### src/rtl/inst_fetch_responder_pkg.sv
// inst_fetch_responder_pkg: shared widths, fetch FSM states and return-pipe entry type
package inst_fetch_responder_pkg;
  localparam int INST_W = 32;
  localparam int BYTE_W = 8;
  typedef enum logic {FETCH_IDLE, FETCH_BUSY} fetch_state_e;
  typedef struct packed {
    logic       valid;
    logic [1:0] lane;
  } ret_ent_t;
endpackage

### src/rtl/fetch_ret_pipe.sv
// fetch_ret_pipe: DEPTH-deep shift register tracking which byte lane each outstanding read returns to
module fetch_ret_pipe
  import inst_fetch_responder_pkg::*;
#(
  parameter int DEPTH = 1
) (
  input  logic     clk,
  input  logic     rst_n,
  input  logic     flush,
  input  ret_ent_t push,
  output ret_ent_t pop
);
  ret_ent_t stage [DEPTH];
  always_ff @(posedge clk or negedge rst_n) begin
    if (!rst_n) begin
      for (int i = 0; i < DEPTH; i++) stage[i] <= '0;
    end else if (flush) begin
      for (int i = 0; i < DEPTH; i++) stage[i] <= '0;
    end else begin
      stage[0] <= push;
      for (int i = 1; i < DEPTH; i++) stage[i] <= stage[i-1];
    end
  end
  assign pop = stage[DEPTH-1];
endmodule

### src/rtl/inst_fetch_responder.sv
// inst_fetch_responder: serves 32-bit fetch words from a byte-wide synchronous memory via a one-word hold buffer
module inst_fetch_responder
  import inst_fetch_responder_pkg::*;
#(
  parameter int ADDR_W  = 17,
  parameter int MEM_LAT = 1
) (
  input  logic              clk,
  input  logic              rst_n,
  input  logic              rom_ce_i,
  input  logic [INST_W-1:0] rom_addr_i,
  output logic [INST_W-1:0] rom_data_o,
  output logic              rom_ready_o,
  input  logic              inv_i,
  output logic [ADDR_W-1:0] mem_a_o,
  input  logic [BYTE_W-1:0] mem_din_i
);
  localparam int TAG_W = ADDR_W - 2;
  fetch_state_e      state, state_nx;
  logic [TAG_W-1:0]  tag, req_tag, hold_tag;
  logic              hold_valid, abort, issue, done, unused_addr_bits;
  logic [2:0]        k;
  logic [INST_W-1:0] asm_word;
  ret_ent_t          push, pop;
  assign tag              = rom_addr_i[ADDR_W-1:2];
  assign unused_addr_bits = ^{rom_addr_i[INST_W-1:ADDR_W], rom_addr_i[1:0]};
  assign rom_ready_o      = rom_ce_i & hold_valid & (hold_tag == tag) & ~inv_i;
  // any change of request while filling drops the fill; the restart happens from IDLE
  assign abort   = (state == FETCH_BUSY) & (~rom_ce_i | (tag != req_tag) | inv_i);
  assign issue   = (state == FETCH_BUSY) & ~k[2] & ~abort;
  assign done    = pop.valid & (pop.lane == 2'd3) & ~abort;
  assign mem_a_o = (state == FETCH_BUSY && !k[2]) ? {req_tag, k[1:0]} : '0;
  assign push    = '{valid: issue, lane: k[1:0]};
  fetch_ret_pipe #(.DEPTH(MEM_LAT)) u_ret_pipe (
    .clk   (clk),
    .rst_n (rst_n),
    .flush (abort),
    .push  (push),
    .pop   (pop)
  );
  always_comb begin
    state_nx = (state == FETCH_IDLE) ? ((rom_ce_i & ~rom_ready_o) ? FETCH_BUSY : FETCH_IDLE)
                                     : ((abort | done) ? FETCH_IDLE : FETCH_BUSY);
  end
  always_ff @(posedge clk or negedge rst_n) begin
    if (!rst_n) state <= FETCH_IDLE;
    else        state <= state_nx;
  end
  always_ff @(posedge clk or negedge rst_n) begin
    if (!rst_n) begin
      req_tag    <= '0;
      k          <= '0;
      asm_word   <= '0;
      rom_data_o <= '0;
      hold_tag   <= '0;
      hold_valid <= 1'b0;
    end else begin
      if (state == FETCH_IDLE) begin
        req_tag <= tag;
        k       <= '0;
      end
      if (issue) k <= k + 3'd1;
      if (pop.valid && !abort) asm_word[{pop.lane, 3'b000} +: BYTE_W] <= mem_din_i;
      if (done) begin
        rom_data_o <= {mem_din_i, asm_word[23:0]};
        hold_tag   <= req_tag;
      end
      hold_valid <= ~inv_i & (hold_valid | done);
    end
  end
endmodule
### config.mk
export PLATFORM = sky130hd
export DESIGN_NAME = inst_fetch_responder
export DESIGN_NICKNAME = d
export VERILOG_FILES = /design/src/rtl/inst_fetch_responder_pkg.sv /design/src/rtl/fetch_ret_pipe.sv /design/src/rtl/inst_fetch_responder.sv
export SDC_FILE = /design/constraint.sdc
export NUM_CORES = 1
export LEC_CHECK = 0
export ABC_AREA = 0
export CORE_MARGIN = 4
export CORE_UTILIZATION = 50
export DETAILED_ROUTE_END_ITERATION = 16
export GPL_ROUTABILITY_DRIVEN = 0
export PLACE_DENSITY = 0.78
export RECOVER_POWER = 25
export SETUP_SLACK_MARGIN = 0.4
export SYNTH_ARGS = -nofsm -noshare
export SYNTH_HDL_FRONTEND = slang
export SYNTH_SLANG_ARGS = --single-unit
### constraint.sdc
create_clock -name clk -period 4.2 [get_ports clk]
set_clock_uncertainty 0.15 [all_clocks]
set_input_delay 1.05 -clock clk [delete_from_list [all_inputs] [get_ports clk]]
set_output_delay 1.05 -clock clk [all_outputs]
set_load 0.005 [all_outputs]
# Word level (Yosys, flattened, before mapping)
# Index checks and enable logic that the tools add are counted.
# totals
regBits	102
output_inout_bits	50
word_cells	48
# classes
shifts	2
bitwise	19
n_eq_ne	4
reduce_logical	4
mux	8
add_sub_neg	2
# ops
cell	count
$bwmux 32	1
$shift 8x7->32 const A	1
$shiftx 8x7->32	1
$mux 17	1
$eq 15x15->1	1
$ne 15x15->1	1
$and 1x1->1	10
$mux 3	3
$neg 5->7	1
$not 1->1	5
$or 1x1->1	4
$add 3x1->3 const B	1
$mux 1	3
$eq 2x2->1 const B	1
$logic_and 1x1->1	2
$logic_not 1->1	2
$ne 2x1->1 const B	1

# Logic depth before layout (Yosys ltp)
# logic_depth
ltp_word	9
ltp_mapped	7
depth_no_buf	5

# Cells and area by module
# From an unflattened synthesis, not the netlist that was laid out.
# hier_totals
hier_cells	315
area_unflattened_um2	4251.6
# modules_own_cells
mod	seq_area_each_um2	area_each_um2	instances	cells_each
inst_fetch_responder	2277.2	4157.7	1	309
fetch_ret_pipe	75.1	93.8	1	6

# Worst setup path after synthesis
# No wires, ideal clock.
# synth_timing
kind	input to output
startpoint	input inv_i
endpoint	output rom_ready_o
arrival_ps	1824
path_buffers	0
t_required_ps	3000
path_stages	4
setup_slack_ps	1176
path_cell_list	nand2b_1 > nor4_1 > nand3_1 > nor3_1
# synth_via
elab_chain_cells	2
# synth_rtl
item	line	rtl
start: declaration	inst_fetch_responder.sv:14	input logic inv_i,
$not 1->1	inst_fetch_responder.sv:27	assign rom_ready_o = rom_ce_i & hold_valid & (hold_tag == tag) & ~inv_i;
$and 1x1->1	inst_fetch_responder.sv:27	
end: declaration	inst_fetch_responder.sv:13	output logic rom_ready_o,
# No other way between the ends.

# Worst setup path after layout
# layout_timing
startpoint	input rom_addr_i[6]
endpoint	output rom_ready_o
# layout_via
elab_chain_cells	3
# layout_rtl
item	line	rtl
start: declaration	inst_fetch_responder.sv:11	input logic [INST_W-1:0] rom_addr_i,
$eq 15x15->1	inst_fetch_responder.sv:27	
$and 1x1->1 (2 in series)	inst_fetch_responder.sv:27	
# No other way between the ends.

==> out/metrics.cfg <==
[cells_and_area]
multiInputGateArea_mm2 = 0.001841
drive_gt1_share_pct = 25.47
nFillCells = 603
finish.utilization_pct = 65.72
regArea_mm2 = 0.002352
diodes = 0
final_area_mm2 = 0.005454
syn_to_final_growth_pct = 27.01
final_nets = 469

[synthesis]
yosysWarnings = 0
synth_seq_area_share_pct = 54.78
syn-num-nets = 373
synth_cell_types = 34
synth_async_sr_flop_share_pct = 100.0
syn_area_per_cell_um2 = 13.29
synth_seq_cells = 94
syn_inst = 323
synth_edf_count = 0
synth_ff_type = dfrtp_1
netlist_area_mm2 = 0.004294

[cts]
cts_buffers = 9
clockBufferDepth = 2
cts_root_buf = clkbuf_8
clkTransAtPathRegs_ns = 0.10
cts.sinks = 94
htreeDepth = 3
cts_tree = built
insertion_delay_ns = 0.37

[critical_path]
worstPathCellList = dlygate4sd3_1, xor2_1, nor4_1, nand3_1, nor3_2, clkdlybuf4s15_2
slowest_delay_ns = 0.60
required_ns = 3.00
crit_fanout = 3
endpoint_kind = output pin
critPathSlowestCell = dlygate4sd3_1
worstSetupPathType = primary input to output pin
critPathArrivalTime_ns = 2.59
cp-start-kind = primary input

[routing]
num_vias = 2857
wire_per_inst_um = 17.41
drt_first_pass_iters = 4
avgViaCountPerCell = 5.401
drt_iter0_drc = 119
post-route-drc-count = 0
ant_nets = 0
wirelength_um = 9208

[status]
violations = max-capacitance violations, max-slew violations
status = complete, but fails checks

[grt]
gr-total-overflow = 0
grt_antenna_before_repair = 0
track_usage_pct = 19.32
grt_max_degree = 47
grt_pass1_wl_um = 15180
grt_pass1_vias = 2903

[place]
post_dp_cell_area_mm2 = 0.005195
io_buffers = 76
dp_hpwl_um = 6496

[timing]
finalSetupViolCount = 0
maxSlewHeadroom_pct = -63.72
grt_setup_unrepaired = false
fin_hold_ws_ns = 0.3457
period_share_pct = 90.18
max_freq_mhz = 264.0
drv_slew = 47
hold_viol = 0
worst_pin_slew_ns = 2.456
setup_tns_ns = 0
fin_crit_ns = 3.788

[die]
rows = 33
dieArea_mm2 = 0.01013
die_x_um = 100.7
die_h_um = 100.7
io_pins = 94
fp.coreArea_mm2 = 0.008299
start_util_pct = 51.74

[min_path]
worstHoldPathType = flip-flop to flip-flop

[power]
p_per_area_mw_per_mm2 = 310.6
irDropWorstVdd_mv = 0.1593
p_leak_nw = 2.441

[flow_run]
max_cap_violations = 1

[final timing paths]
check                           slack (ns)                startpoint  depth (start not counted)                    endpoint
worst max-delay path                  0.41             rom_addr_i[6]                          6                 rom_ready_o
worst min-delay path                  0.35  asm_word[22]$_DFFE_PN0P_                          1    asm_word[22]$_DFFE_PN0P_
worst max register to register        1.63   req_tag[12]$_DFFE_PN0N_                          6   rom_data_o[1]$_DFFE_PN0P_
worst min register to register        0.35  asm_word[22]$_DFFE_PN0P_                          1    asm_word[22]$_DFFE_PN0P_
max in group asynchronous             0.96                     rst_n                          2  rom_data_o[21]$_DFFE_PN0P_
min in group asynchronous             1.27                     rst_n                          1    hold_tag[13]$_DFFE_PN0P_
[layer usage]
metal | vias to the layer above | wire length, um | GRT usage (%)
li1 | 1353 | - | -
met1 | 1428 | 4377 | 28.23
met2 | 64 | 4374 | 29.62
met3 | 12 | 303 | 2.630
met4 | 0 | 153 | 6.839
met5 | - | 0 | 0
[worst max-delay path, delay by kind of cell]
family	cells	cell delay (ns)
xor gates and xnor gates	1	0.19
buffers and inverters	2	0.83
and+or+nand+nor	3	0.52
[area by class of cell]
type / count / area share, %
clock buffers: 9 / 2.271
clock inverters: 7 / 1.124
multi-input cells: 210 / 33.75
repair buffers: 99 / 16.98
flip-flops and latches: 94 / 43.13
inverters: 5 / 0.3441
well taps: 105 / 2.409
[repair_timing]
item,CTS,global route
hold buffers,0,0
gates resized for setup,5,1
buffers inserted,8,1
pin swaps,3,3
setup endpoints to repair,1,1
[power breakdown]
| part | internal (W) | total (W) | switching (W) | leakage, nW |
|---|---|---|---|---|
| clock | 0.000228 | 0.000579 | 0.000352 | 0.0892 |
| sequential | 0.000923 | 0.000942 | 0.0000183 | 1.26 |
| combinational | 0.0000864 | 0.000173 | 0.0000866 | 1.09 |
| total | 0.00124 | 0.00169 | 0.000456 | 2.44 |
[cell usage in the layout, fill, tap and decap left out, types with 2 or more instances in the layout]
cell type	n
nand2_1	4
nor4_1	8
nor2_1	4
mux2_4	19
nor4_2	2
clkinvlp_4	2
o21ai_1	3
a21oi_1	3
inv_6	4
nor3b_1	3
nand4_1	4
mux2_2	43
xor2_1	22
and2_1	17
ha_1	6
inv_1	4
nor2b_1	2
nand3_1	25
clkdlybuf4s50_1	63
xnor2_1	8
and2_0	3
clkbuf_8	9
dfrtp_1	94
buf_4	22
o2bb2ai_1	24
dlygate4sd3_1	10
[through the flow]
| step | setup WS, ns | cells | power [W] |
|---|---|---|---|
| after detailed placement | -0.06246 | 504 | 0.001136 |
| final | 0.4124 | 529 | 0.001694 |
| after global routing | 0.3434 | 529 | 0.001757 |
| after CTS | 0.4029 | 528 | 0.001702 |
| after global placement | -0.04975 | 504 | 0.001132 |
| after floorplan | 1.176 | 323 | 0.001026 |
[cell families after synthesis]
family	count (synthesis)	synth area share (%)
multiplexers	63	18.15
AO/OA/AOI/OAI	34	6.206
flip-flops	94	54.78
AND/OR/NAND/NOR	77	10.29
buffers and inverters	19	2.710
adder cells (fa/ha/maj)	6	1.748
XOR/XNOR	30	6.119
[synthesized netlist by cell type (2+ instances only)]
master | number | area share [%]
dfrtp_1 | 94 | 55
mux2_2 | 43 | 11
nand3_1 | 25 | 2.9
o2bb2ai_1 | 24 | 4.9
xor2_1 | 22 | 4.5
mux2_4 | 19 | 6.6
and2_1 | 17 | 2.5
nor4_1 | 9 | 1.3
xnor2_1 | 8 | 1.6
ha_1 | 6 | 1.7
a21oi_1 | 4 | 0.47
buf_1 | 4 | 0.35
buf_2 | 4 | 0.47
inv_1 | 4 | 0.35
nand2_1 | 4 | 0.35
nand4_1 | 4 | 0.58
nor2_1 | 4 | 0.35
and2_0 | 3 | 0.44
clkbuf_1 | 3 | 0.26
nor3b_1 | 3 | 0.52
o21ai_1 | 3 | 0.35
buf_12 | 2 | 0.93
nor2b_1 | 2 | 0.29
nor3_1 | 2 | 0.23
[flip-flops by register name (all words and copies together), names as in the netlist]
| register | flops |
|---|---|
| asm_word | 24 |
| hold_tag | 15 |
| hold_valid | 1 |
| k | 3 |
| req_tag | 15 |
| rom_data_o | 32 |
| state | 1 |
| u_ret_pipe.pop | 3 |
No activity file was read; power rests on OpenSTA's default activity.
